==> src/rtl/cam_recon_pkg.sv <==
// Shared constants and types for the camera reconstruction path.
package cam_recon_pkg;

    localparam int FRAME_WIDTH  = 640;
    localparam int FRAME_HEIGHT = 480;
    localparam int BLOCK_SIZE   = 8;
    localparam int PIXEL_WIDTH  = 8;
    localparam int BLOCKS_X     = (FRAME_WIDTH + BLOCK_SIZE - 1) / BLOCK_SIZE;
    localparam int BLOCKS_Y     = (FRAME_HEIGHT + BLOCK_SIZE - 1) / BLOCK_SIZE;
    localparam int COORD_W      = 10;
    localparam int IDX_W        = $clog2(BLOCK_SIZE * BLOCK_SIZE);
    localparam int ROW_W        = $clog2(BLOCK_SIZE);

    typedef logic [PIXEL_WIDTH-1:0] pixel_t;
    typedef pixel_t [BLOCK_SIZE-1:0][BLOCK_SIZE-1:0] block_t;

    typedef struct packed {
        logic [COORD_W-1:0] x;
        logic [COORD_W-1:0] y;
    } blk_coord_t;

    typedef enum logic {
        DRAIN_IDLE = 1'b0,
        DRAIN_BUSY = 1'b1
    } drain_state_t;

    // Raster advance: step x, carry into y at the right edge, wrap at the last block.
    function automatic blk_coord_t next_coord(input blk_coord_t c, input blk_coord_t last);
        blk_coord_t n;
        n = c;
        if (c.x == last.x) begin
            n.x = '0;
            n.y = (c.y == last.y) ? '0 : c.y + COORD_W'(1);
        end else begin
            n.x = c.x + COORD_W'(1);
        end
        return n;
    endfunction

endpackage

==> src/rtl/recon_block_bank.sv <==
// One BLOCK_SIZE x BLOCK_SIZE pixel bank with a full flag and a block-position tag.
module recon_block_bank
    import cam_recon_pkg::*;
(
    input  logic                                             i_clk,
    input  logic                                             i_rst_n,
    input  logic                                             i_we,
    input  logic [ROW_W-1:0]                                 i_row,
    input  logic [ROW_W-1:0]                                 i_col,
    input  logic [PIXEL_WIDTH-1:0]                           i_data,
    input  logic                                             i_set_full,
    input  logic                                             i_clr_full,
    input  logic [COORD_W-1:0]                               i_tag_x,
    input  logic [COORD_W-1:0]                               i_tag_y,
    output logic [BLOCK_SIZE-1:0][BLOCK_SIZE-1:0][PIXEL_WIDTH-1:0] o_data,
    output logic                                             o_full,
    output logic [COORD_W-1:0]                               o_tag_x,
    output logic [COORD_W-1:0]                               o_tag_y
);

    block_t             r_data;
    logic               r_full;
    logic [COORD_W-1:0] r_tag_x;
    logic [COORD_W-1:0] r_tag_y;

    // Pixel storage carries no reset; consumers only look at it while the bank is full.
    always_ff @(posedge i_clk) begin
        if (i_we) begin
            r_data[i_row][i_col] <= i_data;
        end
    end

    always_ff @(posedge i_clk or negedge i_rst_n) begin
        if (!i_rst_n) begin
            r_full  <= 1'b0;
            r_tag_x <= '0;
            r_tag_y <= '0;
        end else if (i_set_full) begin
            r_full  <= 1'b1;
            r_tag_x <= i_tag_x;
            r_tag_y <= i_tag_y;
        end else if (i_clr_full) begin
            r_full  <= 1'b0;
        end
    end

    assign o_data  = r_data;
    assign o_full  = r_full;
    assign o_tag_x = r_tag_x;
    assign o_tag_y = r_tag_y;

endmodule

==> src/rtl/recon_block_collector.sv <==
// Collects the serial reconstructed pixel stream into double-buffered 8x8 blocks
// and hands each full block, with its raster position, to the frame assembler.
module recon_block_collector
    import cam_recon_pkg::*;
#(
    parameter int FRAME_W = FRAME_WIDTH,
    parameter int FRAME_H = FRAME_HEIGHT
) (
    input  logic                                             clk,
    input  logic                                             reset_n,
    input  logic                                             pix_valid,
    input  logic [PIXEL_WIDTH-1:0]                           pix_data,
    input  logic                                             pix_sof,
    output logic                                             pix_ready,
    output logic [BLOCK_SIZE-1:0][BLOCK_SIZE-1:0][PIXEL_WIDTH-1:0] Recon,
    output logic [COORD_W-1:0]                               block_x,
    output logic [COORD_W-1:0]                               block_y,
    output logic                                             start,
    input  logic                                             done,
    output logic                                             frame_done,
    output logic                                             sof_err
);

    localparam int BLK_X = (FRAME_W + BLOCK_SIZE - 1) / BLOCK_SIZE;
    localparam int BLK_Y = (FRAME_H + BLOCK_SIZE - 1) / BLOCK_SIZE;
    localparam blk_coord_t       LAST_POS = '{x: COORD_W'(BLK_X - 1), y: COORD_W'(BLK_Y - 1)};
    localparam logic [IDX_W-1:0] LAST_IDX = IDX_W'(BLOCK_SIZE * BLOCK_SIZE - 1);

    logic [IDX_W-1:0]   r_idx;
    blk_coord_t         r_pos;
    logic               r_fill_bank;
    logic               r_rd_bank;
    logic               r_frame_done;
    logic               r_sof_err;
    drain_state_t       r_state;
    drain_state_t       w_state_nxt;

    logic               w_accept;
    logic               w_sof_restart;
    logic               w_blk_last;
    logic               w_drain_done;
    logic [IDX_W-1:0]   w_wr_idx;
    logic               w_full  [2];
    block_t             w_data  [2];
    logic [COORD_W-1:0] w_tag_x [2];
    logic [COORD_W-1:0] w_tag_y [2];

    assign w_accept      = pix_valid && pix_ready;
    // A frame start anywhere but the very first pixel slot restarts the frame in place.
    assign w_sof_restart = w_accept && pix_sof && !((r_idx == '0) && (r_pos == '0));
    assign w_wr_idx      = w_sof_restart ? '0 : r_idx;
    assign w_blk_last    = w_accept && !w_sof_restart && (r_idx == LAST_IDX);

    for (genvar b = 0; b < 2; b++) begin : g_bank
        recon_block_bank u_bank (
            .i_clk      (clk),
            .i_rst_n    (reset_n),
            .i_we       (w_accept && (r_fill_bank == 1'(b))),
            .i_row      (w_wr_idx[IDX_W-1:ROW_W]),
            .i_col      (w_wr_idx[ROW_W-1:0]),
            .i_data     (pix_data),
            .i_set_full (w_blk_last && (r_fill_bank == 1'(b))),
            .i_clr_full (w_drain_done && (r_rd_bank == 1'(b))),
            .i_tag_x    (r_pos.x),
            .i_tag_y    (r_pos.y),
            .o_data     (w_data[b]),
            .o_full     (w_full[b]),
            .o_tag_x    (w_tag_x[b]),
            .o_tag_y    (w_tag_y[b])
        );
    end

    always_ff @(posedge clk or negedge reset_n) begin
        if (!reset_n) begin
            r_idx       <= '0;
            r_pos       <= '0;
            r_fill_bank <= 1'b0;
            r_sof_err   <= 1'b0;
        end else begin
            r_sof_err <= w_sof_restart;
            if (w_sof_restart) begin
                r_idx <= IDX_W'(1);
                r_pos <= '0;
            end else if (w_blk_last) begin
                r_idx       <= '0;
                r_fill_bank <= ~r_fill_bank;
                r_pos       <= next_coord(r_pos, LAST_POS);
            end else if (w_accept) begin
                r_idx <= r_idx + IDX_W'(1);
            end
        end
    end

    // Drain FSM: state register
    always_ff @(posedge clk or negedge reset_n) begin
        if (!reset_n) begin
            r_state      <= DRAIN_IDLE;
            r_rd_bank    <= 1'b0;
            r_frame_done <= 1'b0;
        end else begin
            r_state      <= w_state_nxt;
            r_frame_done <= w_drain_done &&
                            (w_tag_x[r_rd_bank] == LAST_POS.x) &&
                            (w_tag_y[r_rd_bank] == LAST_POS.y);
            if (w_drain_done) begin
                r_rd_bank <= ~r_rd_bank;
            end
        end
    end

    // Drain FSM: next state
    always_comb begin
        w_state_nxt = r_state;
        case (r_state)
            DRAIN_IDLE: if (w_full[r_rd_bank]) w_state_nxt = DRAIN_BUSY;
            DRAIN_BUSY: if (done)              w_state_nxt = DRAIN_IDLE;
            default:                           w_state_nxt = DRAIN_IDLE;
        endcase
    end

    // Drain FSM: outputs
    always_comb begin
        start        = (r_state == DRAIN_IDLE) && w_full[r_rd_bank];
        w_drain_done = (r_state == DRAIN_BUSY) && done;
        block_x      = w_tag_x[r_rd_bank];
        block_y      = w_tag_y[r_rd_bank];
        Recon        = w_full[r_rd_bank] ? w_data[r_rd_bank] : '0;
    end

    assign pix_ready  = !w_full[r_fill_bank];
    assign frame_done = r_frame_done;
    assign sof_err    = r_sof_err;

endmodule

==> config.mk <==
export PLATFORM = sky130hd
export DESIGN_NAME = recon_block_collector
export DESIGN_NICKNAME = d
export VERILOG_FILES = /design/src/rtl/cam_recon_pkg.sv /design/src/rtl/recon_block_bank.sv /design/src/rtl/recon_block_collector.sv
export SDC_FILE = /design/constraint.sdc
export NUM_CORES = 1
export LEC_CHECK = 0
export CAP_MARGIN = 20
export CORE_MARGIN = 2
export CORE_UTILIZATION = 60
export DETAILED_ROUTE_END_ITERATION = 10
export PLACE_DENSITY = 0.86
export SLEW_MARGIN = 10
export SYNTH_ARGS = -nofsm -noshare
export SYNTH_HDL_FRONTEND = slang
export SYNTH_HIERARCHICAL = 1
export SYNTH_SLANG_ARGS = --single-unit
==> constraint.sdc <==
create_clock -name clk -period 11.4 [get_ports clk]
set_input_delay 1.71 -clock clk [delete_from_list [all_inputs] [get_ports clk]]
set_output_delay 1.71 -clock clk [all_outputs]
set_load 0.03 [all_outputs]
==> impl_metrics.tcl <==
set metrics [dict create \
    synth_most_common_cell "edfxtp_1" \
    synthArstFlopShare_pct 6.65 \
    fin_skew_ps 35.9 \
    p_leak_nw 18.6 \
    grt_usage_pct 30.3 \
    setup_ws_ps 4570 \
    io_pins 549 \
    swShare_pct 22.9 \
    vias 25527 \
    cts_buffers 103 \
    antenna_found_initial 0 \
    grt_overflow_total 0 \
    intPower_w 0.00671 \
    root_buffer "clkbuf_16" \
    slew_viol_final 0 \
    core_area_sq_um 71100 \
    start_util_pct 60.3 \
    grt_max_degree 222 \
    rows 98 \
    pwr-share-comb_pct 9.1 \
    setup_viol 0 \
    drv_cap 0 \
    finalCritPeriodShare_pct 59.9 \
    post_cts_resized 0 \
    critPathMaxFanout 57 \
    path_cells "buf_4 > buf_4 > buf_4 > mux2i_1 > nor2_1 > clkdlybuf4s50_1" \
    grt_pass1_vias 25388 \
    tns_ps 0 \
    wl_um 113000 \
    worst_path_max_delay_cell "buf_4" \
    layout_min_cycle_time_ps 6830 \
    synth.cell_area_sq_um 42900 \
    fin_util_pct 74.0 \
    outcome "completed" \
    fmax_mhz 146 \
    final_hold_viol_count 0 \
    synth_common_cells "edfxtp_1, nor2_1, mux2i_1" \
    synthTopCellsByArea "edfxtp_1, mux2i_1, nor2_1, dfrtp_1, mux2_2" \
    clockBufferDepth 3 \
    power_density_nw_per_um2 165 \
    rsz0062_at_grt "no" \
    synthCells 2696 \
    synth.ff_latch_count 1097 \
    seq_area_sq_um 32600 \
    synth_edf_count 1024 \
    yosysSeqAreaShare_pct 75.9 \
    hp-class "flip-flop to flip-flop" \
    area_growth_pct 22.7 \
    clk_latency_ps 660 \
    multiInputGateArea_sq_um 9640 \
    fillers 4031 \
    hpwl_um 69400 \
    synth_top_area_share_pct 71.7 \
    drive_above_1_share_pct 8.26 \
    place_ws_ps 5330 \
    cts_hold_buf 0 \
    clock_sinks 1097 \
    gp_congestion 0.878 \
    cp_slowest_stage_delay_ps 840 \
    synth_fp_nets 2715 \
    synthDistinctLibCells 46 \
    die_w_um 271 \
    crit_path_end_kind "output pin" \
    post_cts_buffers 0 \
    yosys.area.top_type "edfxtp_1" \
    cp.arrival_ps 5120 \
    tightest_slew_ps 1230 \
    crit_type "flip-flop to output pin" \
    detail_route.first_pass.iterations 6 \
    critPathMostFrequentCell "buf_4" \
    drc_errors 0 \
    vdd_drop_max_uv 161 \
    yosys_warnings 6 \
    avgSynthCellArea_sq_um 15.9 \
    path_clk_slew_ps 60 \
    drt.antenna.violating_nets 0 \
    vias_per_cell 6.00 \
    final_nets 3238 \
    grt_pass1_wl_um 165000 \
    r2r_slack_ps 6350 \
    cts_tree "built" \
    power.switching_w 0.00199 \
    fp.dieArea_sq_um 73600 \
    seqPwrFrac_pct 51.3 \
    die_h_um 271 \
    start_kind "flip-flop" \
    numPortBuffers 548 \
    p_clk_share_pct 39.7 \
    critical_path_required_ps 9690 \
    wire_per_inst_um 26.6 \
    drtIter0Drc 3184 \
    slew_headroom_pct 17.7 \
    yosys_most_used_dff "edfxtp_1" \
    htreeDepth 3 \
]
[sequential cells by signal, indices dropped and copies added, names as in the netlist]
name / flops
frame_done: 1
g_bank.u_bank/o_data: 1024
g_bank.u_bank/o_full: 2
g_bank.u_bank/o_tag_x: 20
g_bank.u_bank/o_tag_y: 20
r_fill_bank: 1
r_idx: 6
r_pos: 20
r_rd_bank: 1
r_state: 1
sof_err: 1
[cells in the final DEF, fill, tap and decap left out, types with 10 or more instances in the layout]
cell and count:
a21oi_1 19, buf_4 34, bufinv_16 14, clkbuf_1 13, clkbuf_16 106, clkdlybuf4s50_1 539
clkinv_1 26, clkinv_2 16, dfrtp_1 72, edfxtp_1 1024, mux2_2 57, mux2i_1 514
nand2_1 23, nand3_1 14, nand4b_1 10, nor2_1 650, nor2_2 14, o21ai_0 18
[power groups by stage]
| stage | Clock, W | Combinational (W) | Sequential [W] |
|---|---|---|---|
| final | 0.00345 | 0.000789 | 0.00446 |
| after global routing | 0.00363 | 0.000816 | 0.00446 |
| after CTS | 0.00348 | 0.000781 | 0.00446 |
| after detailed placement | 0 | 0.000774 | 0.00455 |
| after global placement | 0 | 0.000753 | 0.00454 |
| after floorplan | 0 | 0.000516 | 0.00453 |
[routing by layer]
metal  routed length (um)  vias to the layer above  track usage [%]  part of all wire [%]
li1                     -                    10945                -                     -
met1                42400                    12897             39.6                    37
met2                56100                     1458             50.2                    50
met3                10200                      227             6.14                   9.0
met4                 4590                        0             12.4                   4.1
met5                    0                        -                0                     0
[layout make-up]
cell class	instances	area share (%)
Clock inverter	71	1.38
Clock buffer	119	5.13
Multi-Input combinational cell	1429	18.3
Tap cell	950	2.26
Antenna cell	1	0.00475
Timing Repair Buffer	579	10.9
Inverter	9	0.0642
Sequential cell	1097	61.9
[cell families after synthesis]
kind of cell | share of synthesized area (%)
AOI/OAI and AO/OA | 0.700
DFF | 75.9
adders and majority gates | 0.175
and+or+nand+nor | 7.90
buffers and inverters | 1.65
xor gates and xnor gates | 0.123
muxes | 13.5
[critical path, delay by kind of cell (launching register included)]
kind                   cells  cell delay (ps)
and+or+nand+nor            1              140
buffers and inverters      4             3090
muxes                      1              250
DFF                        1              830
[per-stage QoR]
stage / cells / hold slack (ps) / total power (W) / area [sq um]
2_1_floorplan: 2696 / 473 / 0.00505 / 42900
3_3_place_gp: 4061 / 485 / 0.00530 / 49100
3_5_place_dp: 4061 / 492 / 0.00532 / 49100
4_1_cts: 4251 / 509 / 0.00872 / 52600
5_1_grt: 4254 / 520 / 0.00891 / 52600
6_report: 4255 / 513 / 0.00870 / 52600
[final timing paths]
check / start / end / cells past startpoint
hold reg to reg: g_bank[1].u_bank/o_tag_y[1] / g_bank[1].u_bank/o_tag_y[1] / 1
setup / recovery: r_rd_bank / Recon[145] / 6
max in group asynchronous: reset_n / r_rd_bank / 2
setup reg to reg: r_pos[15] / g_bank[0].u_bank/o_data[476] / 6
min in group asynchronous: reset_n / g_bank[0].u_bank/o_tag_x[4] / 2
hold / removal: g_bank[1].u_bank/o_tag_y[1] / g_bank[1].u_bank/o_tag_y[1] / 1
(Power assumes the default switching activity.)
